File: src/rtl/nv_nvdla_qchannel_ctrl.sv
// nv_nvdla_qchannel_ctrl
// Q-channel low-power controller placed in front of an NVDLA sub-unit.
// While the unit is running it passes request valids and done pulses through.
// When the power controller asks for quiescence (qreqn low), the controller
// drains an idle unit for a fixed number of cycles and then accepts. It denies
// the request if the unit stays busy past a timeout, or if new work arrives
// during the drain.
module nv_nvdla_qchannel_ctrl #(
  parameter int NUM_REQ      = 1,
  parameter int DRAIN_CYCLES = 8,
  parameter int DENY_TIMEOUT = 16
) (
  input  logic               nvdla_core_clk,
  input  logic               nvdla_core_rst,
  input  logic               qreqn,
  output logic               qacceptn,
  output logic               qdeny,
  output logic               qactive,
  input  logic               busy_i,
  input  logic [NUM_REQ-1:0] req_vld_i,
  output logic [NUM_REQ-1:0] req_vld_o,
  input  logic               done_i,
  output logic               done_o,
  output logic [1:0]         state_o
);

  // One counter is shared by the drain phase and the deny timeout, so it is
  // sized for the larger of the two.
  localparam int CNT_MAX = (DRAIN_CYCLES > DENY_TIMEOUT) ? DRAIN_CYCLES : DENY_TIMEOUT;
  localparam int CNT_W   = $clog2(CNT_MAX + 1);

  localparam logic [CNT_W-1:0] CNT_ZERO   = CNT_W'(0);
  localparam logic [CNT_W-1:0] CNT_ONE    = CNT_W'(1);
  localparam logic [CNT_W-1:0] DRAIN_LAST = CNT_W'(DRAIN_CYCLES - 1);
  localparam logic [CNT_W-1:0] DENY_LAST  = CNT_W'((DENY_TIMEOUT > 0) ? (DENY_TIMEOUT - 1) : 0);

  typedef enum logic [1:0] {
    ST_STOP  = 2'b00,
    ST_RUN   = 2'b01,
    ST_DRAIN = 2'b10,
    ST_DENY  = 2'b11
  } qch_state_e;

  // A controller with no request channels or an empty drain is meaningless.
  if (NUM_REQ < 1 || DRAIN_CYCLES < 1) begin : g_param_err
    $error("nv_nvdla_qchannel_ctrl: NUM_REQ and DRAIN_CYCLES must both be >= 1");
  end

  qch_state_e       state_r;
  qch_state_e       state_nxt_s;
  logic [CNT_W-1:0] cnt_r;
  logic [CNT_W-1:0] cnt_nxt_s;
  logic             qactive_r;
  logic             any_req_s;
  logic             idle_s;
  logic             qacceptn_s;
  logic             qdeny_s;
  logic             req_gate_s;
  logic             done_gate_s;

  assign any_req_s = |req_vld_i;
  assign idle_s    = !busy_i && !any_req_s;

  // State and counter registers; reset lands in STOP with the counter cleared.
  always_ff @(posedge nvdla_core_clk) begin
    if (nvdla_core_rst) begin
      state_r <= ST_STOP;
      cnt_r   <= CNT_ZERO;
    end else begin
      state_r <= state_nxt_s;
      cnt_r   <= cnt_nxt_s;
    end
  end

  // Wake hint: one-cycle-late view of pending work, independent of state.
  always_ff @(posedge nvdla_core_clk) begin
    if (nvdla_core_rst) begin
      qactive_r <= 1'b0;
    end else begin
      qactive_r <= any_req_s || busy_i;
    end
  end

  // Next-state and next-counter selection.
  always_comb begin
    state_nxt_s = state_r;
    cnt_nxt_s   = cnt_r;
    case (state_r)
      ST_STOP: begin
        cnt_nxt_s = CNT_ZERO;
        if (qreqn) begin
          state_nxt_s = ST_RUN;
        end else begin
          state_nxt_s = ST_STOP;
        end
      end
      ST_RUN: begin
        if (qreqn) begin
          cnt_nxt_s = CNT_ZERO;
        end else if (idle_s) begin
          // An idle unit drains even if the timeout would also fire now.
          state_nxt_s = ST_DRAIN;
          cnt_nxt_s   = CNT_ZERO;
        end else if (DENY_TIMEOUT != 0) begin
          if (cnt_r == DENY_LAST) begin
            state_nxt_s = ST_DENY;
            cnt_nxt_s   = CNT_ZERO;
          end else begin
            cnt_nxt_s = cnt_r + CNT_ONE;
          end
        end else begin
          // Timeout disabled: wait for the unit to go idle indefinitely.
          cnt_nxt_s = cnt_r;
        end
      end
      ST_DRAIN: begin
        if (!idle_s) begin
          // New work during the drain aborts it, even on the final cycle.
          state_nxt_s = ST_DENY;
          cnt_nxt_s   = CNT_ZERO;
        end else if (cnt_r == DRAIN_LAST) begin
          state_nxt_s = ST_STOP;
          cnt_nxt_s   = CNT_ZERO;
        end else begin
          cnt_nxt_s = cnt_r + CNT_ONE;
        end
      end
      ST_DENY: begin
        cnt_nxt_s = CNT_ZERO;
        // Stay denied until the power controller withdraws its request.
        if (qreqn) begin
          state_nxt_s = ST_RUN;
        end else begin
          state_nxt_s = ST_DENY;
        end
      end
      default: begin
        state_nxt_s = ST_STOP;
        cnt_nxt_s   = CNT_ZERO;
      end
    endcase
  end

  // Q-channel handshake and gating enables, decoded purely from the state register.
  always_comb begin
    qacceptn_s  = 1'b0;
    qdeny_s     = 1'b0;
    req_gate_s  = 1'b0;
    done_gate_s = 1'b0;
    case (state_r)
      ST_STOP: begin
        qacceptn_s = 1'b0;
      end
      ST_RUN: begin
        qacceptn_s  = 1'b1;
        req_gate_s  = 1'b1;
        done_gate_s = 1'b1;
      end
      ST_DRAIN: begin
        // Outstanding completions may still land while draining.
        qacceptn_s  = 1'b1;
        done_gate_s = 1'b1;
      end
      ST_DENY: begin
        qacceptn_s  = 1'b1;
        qdeny_s     = 1'b1;
        req_gate_s  = 1'b1;
        done_gate_s = 1'b1;
      end
      default: begin
        qacceptn_s  = 1'b0;
        qdeny_s     = 1'b0;
        req_gate_s  = 1'b0;
        done_gate_s = 1'b0;
      end
    endcase
  end

  assign qacceptn  = qacceptn_s;
  assign qdeny     = qdeny_s;
  assign qactive   = qactive_r;
  assign req_vld_o = req_vld_i & {NUM_REQ{req_gate_s}};
  assign done_o    = done_i & done_gate_s;
  assign state_o   = state_r;

endmodule

File: config.mk
export PLATFORM = sky130hd
export DESIGN_NAME = nv_nvdla_qchannel_ctrl
export DESIGN_NICKNAME = d
export VERILOG_FILES = /design/src/rtl/nv_nvdla_qchannel_ctrl.sv
export SDC_FILE = /design/constraint.sdc
export NUM_CORES = 1
export LEC_CHECK = 0
export ABC_AREA = 1
export CAP_MARGIN = 40
export CORE_AREA = 10 10 47 49
export DETAILED_ROUTE_END_ITERATION = 8
export DIE_AREA = 0 0 57 59
export HOLD_SLACK_MARGIN = 0.08
export PLACE_DENSITY = 0.66
export SYNTH_ARGS = -nofsm -noshare
export SYNTH_HDL_FRONTEND = slang
export SYNTH_SLANG_ARGS = --single-unit
File: constraint.sdc
create_clock -name nvdla_core_clk -period 1.79 [get_ports nvdla_core_clk]
set_input_delay 0.2685 -clock nvdla_core_clk [delete_from_list [all_inputs] [get_ports nvdla_core_clk]]
set_output_delay 0.2685 -clock nvdla_core_clk [all_outputs]
set_load 0.01 [all_outputs]
Yosys cells after proc, flatten, opt, wreduce, memory -nomap -nowiden
Index checks and enable logic that the tools add are counted.
{"block": "classes", "eq_ne": 8, "reduce_logical": 9, "bitwise": 2, "muxes": 18, "add_sub_neg": 1}
{"op": "two-way mux 5 bit", "count": 5}
{"op": "one-hot mux 5 bit (3 select lines)", "count": 1}
{"op": "two-way mux 2 bit", "count": 6}
{"op": "one-hot mux 2 bit (4 select lines)", "count": 1}
{"op": "inequality test 3 bit (second input constant)", "count": 2}
{"op": "adder 5 x 1 -> 5 bit (second input constant)", "count": 1}
{"op": "equality test 5 x 3 -> 1 bit (second input constant)", "count": 1}
{"op": "equality test 5 x 4 -> 1 bit (second input constant)", "count": 1}
{"op": "equality test 2 bit (second input constant)", "count": 2}
{"op": "two-way mux 1 bit", "count": 4}
{"op": "OR reduction 2 bit", "count": 2}
{"op": "AND reduction 3 bit", "count": 1}
{"op": "OR reduction 3 bit", "count": 1}
{"op": "AND 1 bit", "count": 2}
{"op": "equality test 2 x 1 -> 1 bit (second input constant)", "count": 1}
{"op": "logical NOT 1 bit", "count": 2}
{"op": "logical NOT 2 bit", "count": 1}
{"op": "inequality test 2 bit (second input constant)", "count": 1}
{"op": "one-hot mux 1 bit (2 select lines)", "count": 1}
{"op": "logical AND 1 bit", "count": 1}
{"op": "logical OR 1 bit", "count": 1}
{"block": "totals", "word_cells": 41, "register_bits": 8, "in_bits": 6, "out_inout_bits": 7}

Longest topological paths before layout
Gate-level depths: netlist (run 1).
{"block": "logic_depth", "depth_word": 5, "ltp_mapped": 9, "mapped_depth_nobuf": 9}

Worst setup path before layout (run 1)
OpenSTA, ideal clock, no wires.
{"block": "synth_timing", "path_type": "register -> register", "from": "register cnt_r[0]", "to": "register state_r[1] (netlist: state_o[1])", "t_required_ns": 1.675, "path_buffers": 0, "arrival_ns": 1.204, "path_stages_with_launch": 9, "setup_slack_ns": 0.471, "cell_sequence": "dfxtp_1 ha_1 nand2_1 nor2_1 ha_1 inv_1 nand3_1 a31oi_1 nor2_1"}
{"block": "synth_between", "elab_chain_cells": 3}
{"item": "start: declaration", "line": "51", "text": "logic [CNT_W-1:0] cnt_r;"}
{"item": "start signal: assignment", "line": "71", "text": "cnt_r <= cnt_nxt_s;"}
{"item": "equality test 5 x 3 -> 1 bit or equality test 5 x 4 -> 1 bit (tied branches)", "line": "121, 105"}
{"item": "inequality test 3 bit (no line)"}
{"item": "AND reduction 3 bit (no line) *"}
{"item": "end signal: assignment", "line": "70", "text": "state_r <= state_nxt_s;"}
{"item": "end: declaration", "line": "49", "text": "qch_state_e state_r;"}
Mark *: on every way between the ends. The rest lies on a longest branch, timed or not.
A chain may end at the register's enable or synchronous reset.

Worst setup path after layout (run 1)
{"block": "layout_timing", "from": "input req_vld_i", "to": "output req_vld_o"}
{"block": "layout_between", "elab_chain_cells": 1}
{"item": "start: declaration", "line": "20", "text": "input logic [NUM_REQ-1:0] req_vld_i,"}
{"item": "AND 1 bit", "line": "182", "text": "assign req_vld_o = req_vld_i & {NUM_REQ{req_gate_s}};"}
{"item": "end: declaration", "line": "21", "text": "output logic [NUM_REQ-1:0] req_vld_o,"}
Every way passes these cells.

==> flow_summary.yaml, run 1 <==
placed_design:
  portBuffers: 12
  place.gp.congestion: 0.755
  dpl.hpwl_um: 898
grt:
  met2_usage_pct: 12.6
  grt_pass1_vias: 497
  use_met1_pct: 6.47
  grtUsageTotal_pct: 7.03
  grt_max_degree: 9
  use_met3_pct: 4.51
  antenna_found_initial: 0
  grt_most_used_layer: "met2"
  grt_first_pass_wirelength_mm: 1.95
  gr-total-overflow: 0
yosys:
  synth_area_per_cell_um2: 6.79
  yosys_warnings: 0
  synthesis.nets: 82
  ys.flop_type: "dfxtp_1"
  synth_edf_count: 0
  syn_area_um2: 495
  ys_seq_area_share_pct: 32.3
  synth_cells: 73
  synth_seq_cells: 8
  ys_types: 18
  async_flop_share_pct: 0
timing:
  fin_skew_ns: 0.000449
  slew_violations: 0
  hold_viol: 0
  fmax_mhz: 608
  worst_hold_slack_ns: 0.456
  relSlewSlack_pct: 83.2
  rsz0062_at_grt: "no"
  post-route-min-period_ns: 1.65
  period_share_pct: 91.9
  worst_slew_pin_slew_ns: 0.252
  setup_total_negative_slack_ns: 0
  finalSetupViolCount: 0
finish:
  area_delta_synth_final_pct: 34.8
  drive_gt1_share_pct: 19.1
  final_util_pct: 47.7
  antenna_cells: 0
  nNetsFinal: 100
setup_path:
  critPathLaunchType: "primary input"
  r2r-end: "state_o[1]"
  critPathSlowestCell: "clkdlybuf4s50_1"
  timing.critical_path.cells: "clkdlybuf4s50_1, nand2_1, inv_1, clkdlybuf4s50_1"
  crit_start: "req_vld_i"
  rrSetupSlack_ns: 0.35
  required_ns: 1.52
  worst_path_largest_cell_delay_ns: 0.53
  worstPathArrival_ns: 1.38
  crit_top_cell: "clkdlybuf4s50_1"
  rr_worst_depth: 8
  timing.rr.start: "cnt_r[0]"
  critPathMaxFanout: 2
  worstSetupEndpointType: "primary output"
  critical_path_class: "primary input to primary output"
outcome:
  status: "complete, no violations"
power:
  p_seq_share_pct: 43.7
  power-per-cell-area_nw_per_um2: 695
  p_leak_nw: 0.304
  comb_power_share_pct: 27.8
  p_sw_w: 0.000134
  p_int_w: 0.000331
  peakVddDrop_mv: 0.476
  power_frac_clock_pct: 28.4
  swShare_pct: 28.7
detailed_routing:
  drt-pass1-iter-count: 4
  drt-vias-per-instance: 4.60
  wl_per_cell_um: 10.2
  drt_iter0_drc: 2
  drc: 0
  ant_nets: 0
  routed_wl_mm: 1.07
  vias: 483
cts:
  clkTransAtPathRegs_ns: 0.05
  cts_sinks: 8
  cts_buffer_depth: 2
  cts_tree: "done"
  clock_latency_ns: 0.25
  h-tree-depth: 1
  root_buffer: "clkbuf_4"
  numCtsBuffers: 3
floorplanning:
  die_x_um: 57
  initial_core_util_pct: 35.4
  coreArea_um2: 1400
  fp-row-count: 14
  top_level_ports: 13
  dieArea_um2: 3360
  fp.dieH_um: 59
worst_hold_path:
  min_to: "cnt_r[0]"
  hold_class: "flop to flop"
  hp-start: "cnt_r[0]"
  hold_path_depth: 1
run:
  cap_viol_max_count: 0
layout by cell type (no fill, tap or decap):
cell and n:
nand2_1 15, nor2_4 2, clkdlybuf4s50_1 12, nand3_1 5
o21ai_2 1, inv_1 11, nand3_2 1, inv_2 3
a21oi_1 4, ha_1 3, dfxtp_2 2, nor2_1 8
nor2_2 1, clkbuf_4 3, dfxtp_1 6, nor3_1 2
buf_4 1, o21a_1 1, xor2_1 1, o21ai_0 3
nand2_2 3, a31oi_1 1
through the flow:
step,power (W),std cells,worst slack (ns),cell area (µm²)
finish,0.000465,105,0.144,668
global route,0.000496,105,0.0835,668
CTS,0.000472,105,0.0471,666
detailed placement,0.000336,102,0.130,643
global placement,0.000335,102,0.144,643
floorplan,0.000273,73,0.471,495
cell type report:
type,count,area (µm²)
fill,148,733
multi-input combinational,51,283
sequential,8,163
timing repair buffer,13,128
inverter,14,52.6
clock buffer,3,22.5
tap,16,20.0
kinds of logic after synthesis:
kind of cell | Yosys count | synth area share, %
buffers and inverters | 14 | 10.6
AOI/OAI and AO/OA | 10 | 11.6
adders and majority gates | 3 | 7.58
DFF | 8 | 32.3
xor gates and xnor gates | 1 | 1.77
and+or+nand+nor | 37 | 36.1
synth_stat cells (2+ instances only):
library cell	instances	area (µm²)
a21oi_1	4	20.0
dfxtp_1	8	160
ha_1	3	37.5
inv_1	11	41.3
inv_2	3	11.3
nand2_1	15	56.3
nand2_2	3	18.8
nand3_1	5	25.0
nor2_1	8	30.0
nor2_4	2	22.5
nor3_1	2	10.0
o21ai_0	3	15.0
what timing repair did:
item | in CTS | in global routing
hold buffers | 0 | 0
resized for setup | 0 | 2
setup buffers | 0 | 0
setup endpoints to repair | 0 | 2
power by group through the flow:
| stage | registers [W] | clock network (W) | logic (W) |
|---|---|---|---|
| global route | 0.000205 | 0.000146 | 0.000145 |
| detailed placement | 0.000205 | 0 | 0.000131 |
| finish | 0.000203 | 0.000132 | 0.000129 |
| floorplan | 0.000206 | 0 | 0.0000664 |
| CTS | 0.000201 | 0.000139 | 0.000131 |
| global placement | 0.000205 | 0 | 0.000130 |
registers in the layout, indices dropped and copies added, names as in the netlist:
signal	cells
state_o	2
qactive	1
cnt_r	5
layer usage:
layer / vias up / part of all wire (%)
met4: 0 / 0
met1: 210 / 41
met2: 10 / 52
li1: 263 / -
met5: - / 0
met3: 0 / 6.7
critical path: cells and delay by family:
kind	cells	cell delay, ns
AND/OR/NAND/NOR	1	0.05
buffers and inverters	3	1.05
how the worst max path moves through the flow:
stage | end | depth (start not counted)
2_1_floorplan | state_o[1] | 8
3_3_place_gp | req_vld_o | 4
3_5_place_dp | req_vld_o | 4
4_1_cts | qacceptn | 3
5_1_grt | qacceptn | 3
6_report | req_vld_o | 4
Power figures use the tool's default switching activity.
==> run 2: changes to the inputs <==
Settings changed: CAP_MARGIN 40 to 0.
==> results of run 2 <==
Final layout, timing and power as in run 1 (identical DEF).
==> run 3: changes to the inputs <==
Settings changed: CORE_AREA 10 10 47 49 to 8 8 45 47, DIE_AREA 0 0 57 59 to 0 0 53 55.
==> run 3 against run 2 <==
Effect of this change:
- global-route usage is 1.7 points higher
- wire length is 4.6% higher
- first-iteration DRC count grew to 11 times the previous value
- die area is 13% lower
- sequential share of layout area stayed put
- clock power is 3% higher
- setup slack better by 0.0041 ns
- critical path type unchanged
- largest power group unchanged
==> flow_summary.yaml, run 3 (synthesis gave the netlist of run 1 again) <==
cts:
  holdBufCountCts: 0
  clock_latency_ns: 0.25
  root_buffer: "clkbuf_4"
  cts_resized: 0
  cts_buffer_depth: 2
  h-tree-depth: 1
  cts_tree: "done"
  clkTransAtPathRegs_ns: 0.05
  cts_sinks: 8
  numCtsBuffers: 3
  postCtsSetupBuffers: 0
timing:
  slew_violations: 0
  setup_total_negative_slack_ns: 0
  finalSetupViolCount: 0
  post-route-min-period_ns: 1.64
  relSlewSlack_pct: 83.2
  hold_viol: 0
  worst_hold_slack_ns: 0.446
  worst_slew_pin_slew_ns: 0.251
  period_share_pct: 91.7
  fin_skew_ns: 0.000363
  fmax_mhz: 609
  rsz0062_at_grt: "no"
finish:
  largest_reg_flops: 5
  top_register: "cnt_r"
  drive_gt1_share_pct: 19.1
  final.fill_count: 134
  area_delta_synth_final_pct: 34.8
  stdcell_count: 105
  antenna_cells: 0
  layout_commonest_cell: "nand2_1"
  postLayoutCellArea_um2: 668
  final_cell_mix: "nand2_1, clkdlybuf4s50_1, inv_1"
  nNetsFinal: 100
detailed_routing:
  routedLengthMet1_um: 441
  routed_wl_mm: 1.12
  drc: 0
  drt-pass1-iter-count: 4
  drt-vias-per-instance: 4.67
  met3WireLength_um: 141
  vias: 490
  ant_nets: 0
  wl_per_cell_um: 10.6
  drt_iter0_drc: 21
  met2WireLength_um: 509
  highest_layer: "met4"
power:
  power-per-cell-area_nw_per_um2: 702
  p_leak_nw: 0.304
  peakVddDrop_mv: 0.301
  total_power_w: 0.000469
setup_path:
  critPathSlowestCell: "clkdlybuf4s50_1"
  critPathMaxFanout: 2
  critical_path_class: "primary input to primary output"
  worst_path_largest_cell_delay_ns: 0.52
  critPathLaunchType: "primary input"
  required_ns: 1.52
  crit_buf_inv: 3
  worstSetupEndpointType: "primary output"
  worstPathArrival_ns: 1.37
  crit_family: "buffers and inverters"
  timing.critical_path.cells: "clkdlybuf4s50_1, nand2_1, inv_1, clkdlybuf4s50_1"
  crit_top_cell: "clkdlybuf4s50_1"
placed_design:
  dpl_cell_area_um2: 643
  dp_cells: 102
  portBuffers: 12
  dpl.hpwl_um: 901
  place.gp.congestion: 0.846
floorplanning:
  top_level_ports: 13
  dieArea_um2: 2920
  fp.dieH_um: 55
  initial_core_util_pct: 35.8
  die_x_um: 53
  coreArea_um2: 1380
  fp-row-count: 14
grt:
  gr-total-overflow: 0
  antenna_found_initial: 0
  grt_first_pass_wirelength_mm: 1.82
  grt_pass1_vias: 449
  grtUsageTotal_pct: 8.70
  grt_max_degree: 9
run:
  cap_viol_max_count: 0
worst_hold_path:
  hold_class: "flop to flop"
outcome:
  status: "complete, no violations"
==> run 3: path summary, 6_finish.rpt <==
check,endpoint,from,depth (start not counted),slack (ns)
worst max-delay path,req_vld_o,req_vld_i,4,0.15
worst min-delay path,cnt_r[0],cnt_r[0],1,0.45
worst min register to register,cnt_r[0],cnt_r[0],1,0.45
worst max register to register,state_o[0],cnt_r[1],9,0.33
==> run 3: layout make-up <==
cell class	count	area, µm²	share of cell area, %
multi-input combinational	51	283	42.3
sequential	8	163	24.3
clock buffer	3	22.5	3.37
tap	16	20.0	3.00
timing repair buffer	13	128	19.1
inverter	14	52.6	7.87
==> run 3: metal layers <==
layer  vias to the layer above  track usage [%]
met5                         -                0
met4                         0             5.17
met3                         4             5.61
met2                        16             14.1
met1                       208             8.24
li1                        262                -
==> run 3: stage by stage <==
| step | utilization, % | worst slack (ns) |
|---|---|---|
| 4_1_cts | 48.1 | 0.0366 |
| 6_report | 48.3 | 0.148 |
| 3_5_place_dp | 46.5 | 0.140 |
| 5_1_grt | 48.3 | 0.0900 |
| 2_1_floorplan | - | 0.471 |
| 3_3_place_gp | 46.5 | 0.145 |
==> run 3: power by group <==
group / internal (W) / total (W) / switching [W]
combinational: 0.0000659 / 0.000130 / 0.0000637
sequential: 0.000189 / 0.000204 / 0.0000148
clock: 0.0000765 / 0.000136 / 0.0000592
